===== src/rtl/keyboard_ctrl.sv =====
// ---------------------------------------------------------------------------
// keyboard_ctrl
//
// Purpose:
//   Apple II keyboard register built on a USB HID keycode stream. The raw
//   keycode/shift are registered and fed to an external keycode-to-ASCII
//   translator (ascii_gen). A new key must be stable for DEBOUNCE_CYC cycles
//   before one ASCII character is latched. Holding the key produces typematic
//   repeats. The 6502 sees the latched character at $C000-$C00F, with the
//   strobe in bit 7. Any access to $C010-$C01F clears the strobe.
//
// Ports:
//   Clk          in   system clock
//   Reset        in   asynchronous, active-high reset
//   keycode[7:0] in   HID keycode, 8'h00 = no key
//   shift        in   shift modifier
//   gen_keycode  out  registered keycode driven to ascii_gen
//   gen_shift    out  registered shift driven to ascii_gen
//   gen_ascii    in   ascii_gen result, 8'h00 = unmapped key
//   addr[15:0]   in   6502 address bus
//   rd_en        in   bus read strobe
//   wr_en        in   bus write strobe
//   data_out     out  {strobe, data[6:0]} on reads of $C00x, else 8'h00
//   kbd_strobe   out  keyboard strobe flag
// ---------------------------------------------------------------------------
module keyboard_ctrl #(
  parameter int DEBOUNCE_CYC     = 50000,
  parameter int REPEAT_DELAY_CYC = 25000000,
  parameter int REPEAT_RATE_CYC  = 5000000,
  parameter int REPEAT_EN        = 1,
  parameter int CNT_W            = 25
) (
  input  logic        Clk,
  input  logic        Reset,
  input  logic [7:0]  keycode,
  input  logic        shift,
  output logic [7:0]  gen_keycode,
  output logic        gen_shift,
  input  logic [7:0]  gen_ascii,
  input  logic [15:0] addr,
  input  logic        rd_en,
  input  logic        wr_en,
  output logic [7:0]  data_out,
  output logic        kbd_strobe
);

  typedef enum logic [2:0] {
    IDLE,
    SETTLE,
    HELD,
    REPEAT,
    WAIT_REL
  } state_t;

  // Terminal counts: each interval of N cycles ends when the counter hits N-1.
  localparam logic [CNT_W-1:0] DEB_LAST = CNT_W'(DEBOUNCE_CYC - 1);
  localparam logic [CNT_W-1:0] DLY_LAST = CNT_W'(REPEAT_DELAY_CYC - 1);
  localparam logic [CNT_W-1:0] RAT_LAST = CNT_W'(REPEAT_RATE_CYC - 1);
  localparam logic [CNT_W-1:0] CNT_ONE  = CNT_W'(1);

  state_t           state_q, state_d;
  logic [CNT_W-1:0] cnt_q, cnt_d;
  logic [7:0]       kc_q, kc_d;
  logic             sh_q, sh_d;
  logic [6:0]       kbd_data_q, kbd_data_d;
  logic             kbd_strobe_q, kbd_strobe_d;

  logic change;
  logic latch;
  logic clr_hit;
  logic rd_hit;

  // Only addr[15:4] selects the register; the low nibble is a don't-care.
  logic unused_addr_bits;
  assign unused_addr_bits = ^addr[3:0];

  assign clr_hit = (rd_en | wr_en) && (addr[15:4] == 12'hC01);
  assign rd_hit  = rd_en && (addr[15:4] == 12'hC00);

  // The raw input is compared with last cycle's registered copy, so a change
  // is seen on the very edge that also captures the new keycode.
  assign change = (keycode != kc_q);

  always_comb begin
    // NOTE: every signal written here gets a default first, so no path
    // leaves it unassigned and no latch is inferred.
    state_d = state_q;
    cnt_d   = cnt_q;
    latch   = 1'b0;
    kc_d    = keycode;
    sh_d    = shift;

    if (change) begin
      // A change in any state restarts the debounce (rollover included) or,
      // on release, returns to IDLE.
      cnt_d   = '0;
      state_d = (keycode != 8'h00) ? SETTLE : IDLE;
    end else begin
      unique case (state_q)
        IDLE: ;
        SETTLE: begin
          if (cnt_q == DEB_LAST) begin
            cnt_d = '0;
            if (gen_ascii != 8'h00) begin
              latch   = 1'b1;
              state_d = HELD;
            end else begin
              state_d = WAIT_REL;
            end
          end else begin
            cnt_d = cnt_q + CNT_ONE;
          end
        end
        HELD: begin
          if (REPEAT_EN != 0) begin
            if (cnt_q == DLY_LAST) begin
              latch   = 1'b1;
              cnt_d   = '0;
              state_d = REPEAT;
            end else begin
              cnt_d = cnt_q + CNT_ONE;
            end
          end
        end
        REPEAT: begin
          if (cnt_q == RAT_LAST) begin
            latch = 1'b1;
            cnt_d = '0;
          end else begin
            cnt_d = cnt_q + CNT_ONE;
          end
        end
        WAIT_REL: ;
        default: state_d = IDLE;
      endcase
    end

    // A latch takes priority over a simultaneous strobe clear.
    kbd_data_d   = latch ? gen_ascii[6:0] : kbd_data_q;
    kbd_strobe_d = latch ? 1'b1 : (clr_hit ? 1'b0 : kbd_strobe_q);
  end

  // NOTE: sequential state uses non-blocking assignments so every flop
  // samples the pre-edge values regardless of statement order.
  always_ff @(posedge Clk or posedge Reset) begin
    if (Reset) begin
      state_q      <= IDLE;
      cnt_q        <= '0;
      kc_q         <= 8'h00;
      sh_q         <= 1'b0;
      kbd_data_q   <= 7'h00;
      kbd_strobe_q <= 1'b0;
    end else begin
      state_q      <= state_d;
      cnt_q        <= cnt_d;
      kc_q         <= kc_d;
      sh_q         <= sh_d;
      kbd_data_q   <= kbd_data_d;
      kbd_strobe_q <= kbd_strobe_d;
    end
  end

  assign gen_keycode = kc_q;
  assign gen_shift   = sh_q;
  assign kbd_strobe  = kbd_strobe_q;
  assign data_out    = rd_hit ? {kbd_strobe_q, kbd_data_q} : 8'h00;

endmodule


===== config.mk =====
export PLATFORM = sky130hd
export DESIGN_NAME = keyboard_ctrl
export DESIGN_NICKNAME = d
export VERILOG_FILES = /design/src/rtl/keyboard_ctrl.sv
export SDC_FILE = /design/constraint.sdc
export NUM_CORES = 1
export LEC_CHECK = 0
export CORE_ASPECT_RATIO = 1.75
export CORE_UTILIZATION = 51
export DETAILED_ROUTE_END_ITERATION = 8
export GPL_TIMING_DRIVEN = 0
export PLACE_DENSITY_LB_ADDON = 0.05
export SLEW_MARGIN = 20
export SYNTH_ARGS = -nofsm -noshare
export SYNTH_HDL_FRONTEND = slang
export SYNTH_SLANG_ARGS = --single-unit

===== constraint.sdc =====
create_clock -name Clk -period 3.24 [get_ports Clk]
set_clock_uncertainty 0.05 [all_clocks]
set_input_delay 0.648 -clock Clk [delete_from_list [all_inputs] [get_ports Clk]]
set_output_delay 0.648 -clock Clk [all_outputs]
set_load 0.02 [all_outputs]

After elaboration in Yosys (flattened, before gate mapping)

Index checks and enable logic that the tools add are counted.
Widths: inputs -> output; s select.

Register bits after elaboration: 45
Input bits: 37
Word-level logic and storage cells: 50

Add/sub/neg operators: 1
Equal/unequal tests: 13
Mux-type cells: 20
Bitwise logic cells: 1
Reductions and logical operators: 9

Operators by type and width:

| cell                  | count |
|---|---|
| $mux 25               | 4 |
| $pmux 25 s3           | 1 |
| $add 25x1->25 const B | 1 |
| $eq 25x16->1 const B  | 1 |
| $eq 25x23->1 const B  | 1 |
| $eq 25x25->1 const B  | 1 |
| $eq 12x12->1 const B  | 2 |
| $reduce_bool 8->1     | 2 |
| $mux 3                | 4 |
| $pmux 3 s3            | 1 |
| $mux 1                | 8 |
| $mux 8                | 1 |
| $ne 8x8->1            | 1 |
| $eq 3x2->1 const B    | 2 |
| $ne 3x3->1 const B    | 2 |
| $reduce_bool 4->1     | 1 |
| $eq 3x1->1 const B    | 1 |
| $eq 3x3->1 const B    | 1 |
| $logic_not 3->1       | 1 |
| $pmux 1 s3            | 1 |
| $reduce_and 3->1      | 1 |
| $reduce_or 3->1       | 1 |
| $logic_and 1x1->1     | 2 |
| $ne 2x1->1 const B    | 1 |
| other kinds (2)       | 2 |

Logic depth before layout (Yosys ltp)

Gate-level depths: netlist (run 1).

Depth after elaboration: 6
Depth in mapped cells: 7
Gate-level depth less buffers: 6

Worst setup path before layout (run 1)

OpenSTA, ideal clock, no wires.

Kind: input-to-reg
From: input keycode[7]
To: register kbd_data_q[0]
Setup time: 125 ps
Arrival: 2565 ps
Data required time: 3065 ps
Setup slack: 500 ps
Cell stages on the path: 5
Path buffers: 0
Cells stage by stage: xor2_1 or4_1 nor3_1 a21boi_4 mux2_2

Longest elaborated chain between the ends: 2

RTL lines:

| what                 | RTL line | RTL |
|---|---|---|
| from (decl)          | 35       | `input logic [7:0] keycode,` |
| $ne 8x8->1           | 82       | `assign change = (keycode != kc_q);` |
| $mux 1               | 93       | `if (change) begin` |
| to (signal assigned) | 158      | `kbd_data_q <= kbd_data_d;` |
| to (decl)            | 65       | `logic [6:0] kbd_data_q, kbd_data_d;` |

Every way passes these cells.
A chain may end at the register's enable or synchronous reset.

Worst setup path in the final report (run 1)

From: input addr[9]
To: output data_out[6]

Longest elaborated chain between the ends: 3

RTL lines:

| what              | RTL line | RTL |
|---|---|---|
| from (decl)       | 40       | `input logic [15:0] addr,` |
| $eq 12x12->1      | 78       | `assign rd_hit = rd_en && (addr[15:4] == 12'hC00);` |
| $logic_and 1x1->1 | 78       |  |
| $mux 8            | 166      | `assign data_out = rd_hit ? {kbd_strobe_q, kbd_data_q} : 8'h00;` |
| to (decl)         | 43       | `output logic [7:0] data_out,` |

Every way passes these cells.

==> results of run 1 <==
-- power groups by stage --
stage               clock [mW]  sequential [mW]  combinational [mW]
global route             0.458            0.572               0.111
CTS                      0.439            0.571               0.104
detailed placement           0            0.582               0.103
global placement             0            0.582              0.0975
finish                   0.432            0.571               0.103
floorplan                    0            0.590              0.0272
-- routing by layer --
| layer | vias to the layer above | wire length (um) |
|---|---|---|
| met5 | - | 0 |
| met4 | 0 | 184 |
| met3 | 15 | 348 |
| met2 | 100 | 3750 |
| met1 | 1121 | 2380 |
| li1 | 1129 | - |
-- critical path, delay by kind of cell --
family	cells	cell delay, ps
buffers and inverters	3	890
AND/OR/NAND/NOR	4	860
-- kinds of logic after synthesis --
family	synth area share, %
buffers and inverters	2.31
multiplexers	3.49
XOR/XNOR	6.53
AO/OA/AOI/OAI	13.8
AND/OR/NAND/NOR	29.2
adder cells (fa/ha/maj)	0.491
flip-flops	44.2
-- flip-flops by register name, summed over array words and instances, names as in the netlist --
signal	flops
cnt_q	25
gen_keycode	8
kbd_data_q	7
state_q	3
gen_shift	1
kbd_strobe	1
-- synthesized netlist by cell type (all sizes together), types with 2 or more instances --
library cell	n
xnor2	11
a211oi	10
nand2b	2
nand2	19
nand3b	2
a31oi	3
a311oi	7
nand3	9
nand4	13
inv	5
o31a	2
a21oi	3
nor4	11
clkbuf	8
xor2	8
and3	4
and4b	2
or4	12
dfrtp	45
o21ai	9
mux2	7
nor2	4
and2	12
or3	7
nor4b	2
nor3	17
o31ai	4
buf	2
a21boi	2
nand4b	3
-- stage by stage --
step	setup slack [ps]	instance area (um2)
4_1_cts	25.9	3280
5_1_grt	16.0	3270
3_3_place_gp	-456	3110
3_5_place_dp	-457	3130
2_1_floorplan	500	2550
6_report	129	3270
-- final cells by class --
| cell class | count | area, um2 |
|---|---|---|
| clock inverter | 3 | 46.3 |
| sequential | 45 | 1130 |
| fill | 390 | 1480 |
| timing repair buffer | 53 | 514 |
| clock buffer | 5 | 68.8 |
| inverter | 5 | 18.8 |
| tap | 52 | 65.1 |
| buffer | 10 | 42.5 |
| multi-input combinational | 199 | 1390 |
-- timing repair --
action                                  in CTS  in global routing
cloned                                       0                  0
buffers inserted                             2                  0
pin swaps                                    2                  2
gates resized for setup                     19                  5
endpoints found under the setup margin      21                  4
-- final timing paths --
check                      slack (ps)                   endpoint                 startpoint  depth (start not counted)
max                               130                data_out[6]                    addr[9]                          7
min in group asynchronous         600  kbd_data_q[3]$_DFFE_PP0P_                      Reset                          2
max in group asynchronous        2060      cnt_q[14]$_DFFE_PP0P_                      Reset                          3
min                               450  kbd_data_q[4]$_DFFE_PP0P_  kbd_data_q[4]$_DFFE_PP0P_                          1
min reg2reg                       450  kbd_data_q[4]$_DFFE_PP0P_  kbd_data_q[4]$_DFFE_PP0P_                          1
max reg2reg                       320  kbd_data_q[6]$_DFFE_PP0P_      cnt_q[12]$_DFFE_PP0P_                          5
==> flow_metrics.py, run 1 <==
metrics = {
    "detailed_routing": {
        "drt_iter0_markers": 110,
        "num_vias": 2365,
        "drt-total-wl_um": 6670,
        "wl_per_cell_um": 17.9,
        "drc_errors": 0,
        "routed_via_density": 6.36,
        "drt_first_pass_iters": 4,
        "antenna_left": 0,
    },
    "worst_setup_path": {
        "crit_fanout": 5,
        "crit_arrival_ps": 2410,
        "cp_slowest_cell": "clkdlybuf4s50_1",
        "cp_cell_sequence": "clkdlybuf4s50_1, nor4b_2, nand4_1, nor3b_4, buf_4, and2_1, dlygate4sd2_1",
        "slowest_delay_ps": 420,
        "endpoint_kind": "primary output",
        "required_ps": 2540,
        "crit_type": "in2out",
        "cp-start-kind": "input pin",
    },
    "power_and_ir_drop": {
        "power_frac_clock_pct": 39.0,
        "power.internal_mw": 0.853,
        "powerDensity_nw_per_um2": 338,
        "power.total_mw": 1.11,
        "p_leak_nw": 1.25,
        "swShare_pct": 22.9,
        "comb_power_share_pct": 9.3,
        "power_frac_seq_pct": 51.6,
        "p_sw_mw": 0.253,
        "vdd_drop_max_v": 0.000277,
    },
    "logic_synthesis": {
        "yosys_warnings": 0,
        "synth.net_count": 297,
        "synth_cells": 259,
        "ys_ff_latch": 45,
        "synth_area_per_cell_um2": 9.84,
        "synth-edff-count": 0,
        "synth_top_area_share_pct": 44.2,
        "synth_cell_type_count": 46,
        "syn-cell-area_um2": 2550,
        "synth-main-ff-cell": "dfrtp_1",
        "synth_area_leader_cell": "dfrtp_1",
        "ys_seq_area_share_pct": 44.2,
        "async_flop_share_pct": 100,
        "synth.area.top_cells": "dfrtp_1 (44%), xnor2_1 (3.8%), or4_1 (3.5%), nor3_1 (3.3%), nand4_1 (3.2%)",
    },
    "global_routing": {
        "met2_usage_pct": 55.9,
        "antenna_found_initial": 0,
        "grt_use_total_pct": 26.8,
        "grt.busiest_layer": "met2",
        "grt_use_met3_pct": 3.93,
        "grt_pass1_wl_um": 11000,
        "first_global_vias": 2339,
        "grt_start_max_net_pins": 27,
        "grtUsageMet1_pct": 25.7,
        "grt-ovfl-total": 0,
    },
    "die": {
        "fp.dieW_um": 55.4,
        "coreArea_um2": 4750,
        "rows": 33,
        "initial_core_util_pct": 53.6,
        "dieArea_um2": 5290,
        "fp.dieH_um": 95.5,
        "ios": 55,
    },
    "placement": {
        "gp_congestion": 0.905,
        "placed_cells": 362,
        "port_buffers": 50,
        "dpl.hpwl_um": 5190,
    },
    "min_path": {
        "hold_class": "reg2reg",
    },
    "cts": {
        "clock-sinks": 45,
        "clockBufferDepth": 2,
        "cts_tree": "yes",
        "hold_buffers": 0,
        "cts_root_buffer": "clkbuf_8",
        "path_clk_slew_ps": 80,
        "numCtsBuffers": 5,
        "clock_latency_ps": 310,
        "htreeDepth": 2,
    },
    "run": {
        "cap_violations": 0,
    },
    "sta": {
        "setup_viol": 0,
        "final_max_slew_viol_count": 0,
        "timing.setup.tns_ps": 0,
        "fin_crit_sh_pct": 96.0,
        "hold_viol": 0,
        "relSlewSlack_pct": 44.7,
        "max_freq_mhz": 321,
        "holdWs_ps": 452,
        "worst_pin_slew_ps": 823,
        "timing.final.crit_period_ps": 3110,
        "grt_setup_unrepaired": "no",
    },
    "final_layout": {
        "n_antenna_cell": 0,
        "finalNonFillerCells": 372,
        "drive_gt1_share_pct": 10.6,
        "fin_nets": 357,
        "fin_util_pct": 68.9,
        "most-common-layout-cells": "dfrtp_1 (45), clkdlybuf4s50_1 (42), nand2_1 (19)",
        "area_delta_synth_final_pct": 28.4,
        "final_common_cell": "dfrtp_1",
    },
    "status": {
        "outcome": "finished, final reports clean",
    },
}
(Power assumes the default switching activity.)
==> run 2: changes to the inputs <==
--- a/config.mk
+++ b/config.mk
@@ -5,6 +5,7 @@
 export SDC_FILE = /design/constraint.sdc
 export NUM_CORES = 1
 export LEC_CHECK = 0
+export CAP_MARGIN = 20
 export CORE_ASPECT_RATIO = 1.75
 export CORE_UTILIZATION = 51
 export DETAILED_ROUTE_END_ITERATION = 8
==> results of run 2 <==
Final layout, timing and power as in run 1 (identical DEF).
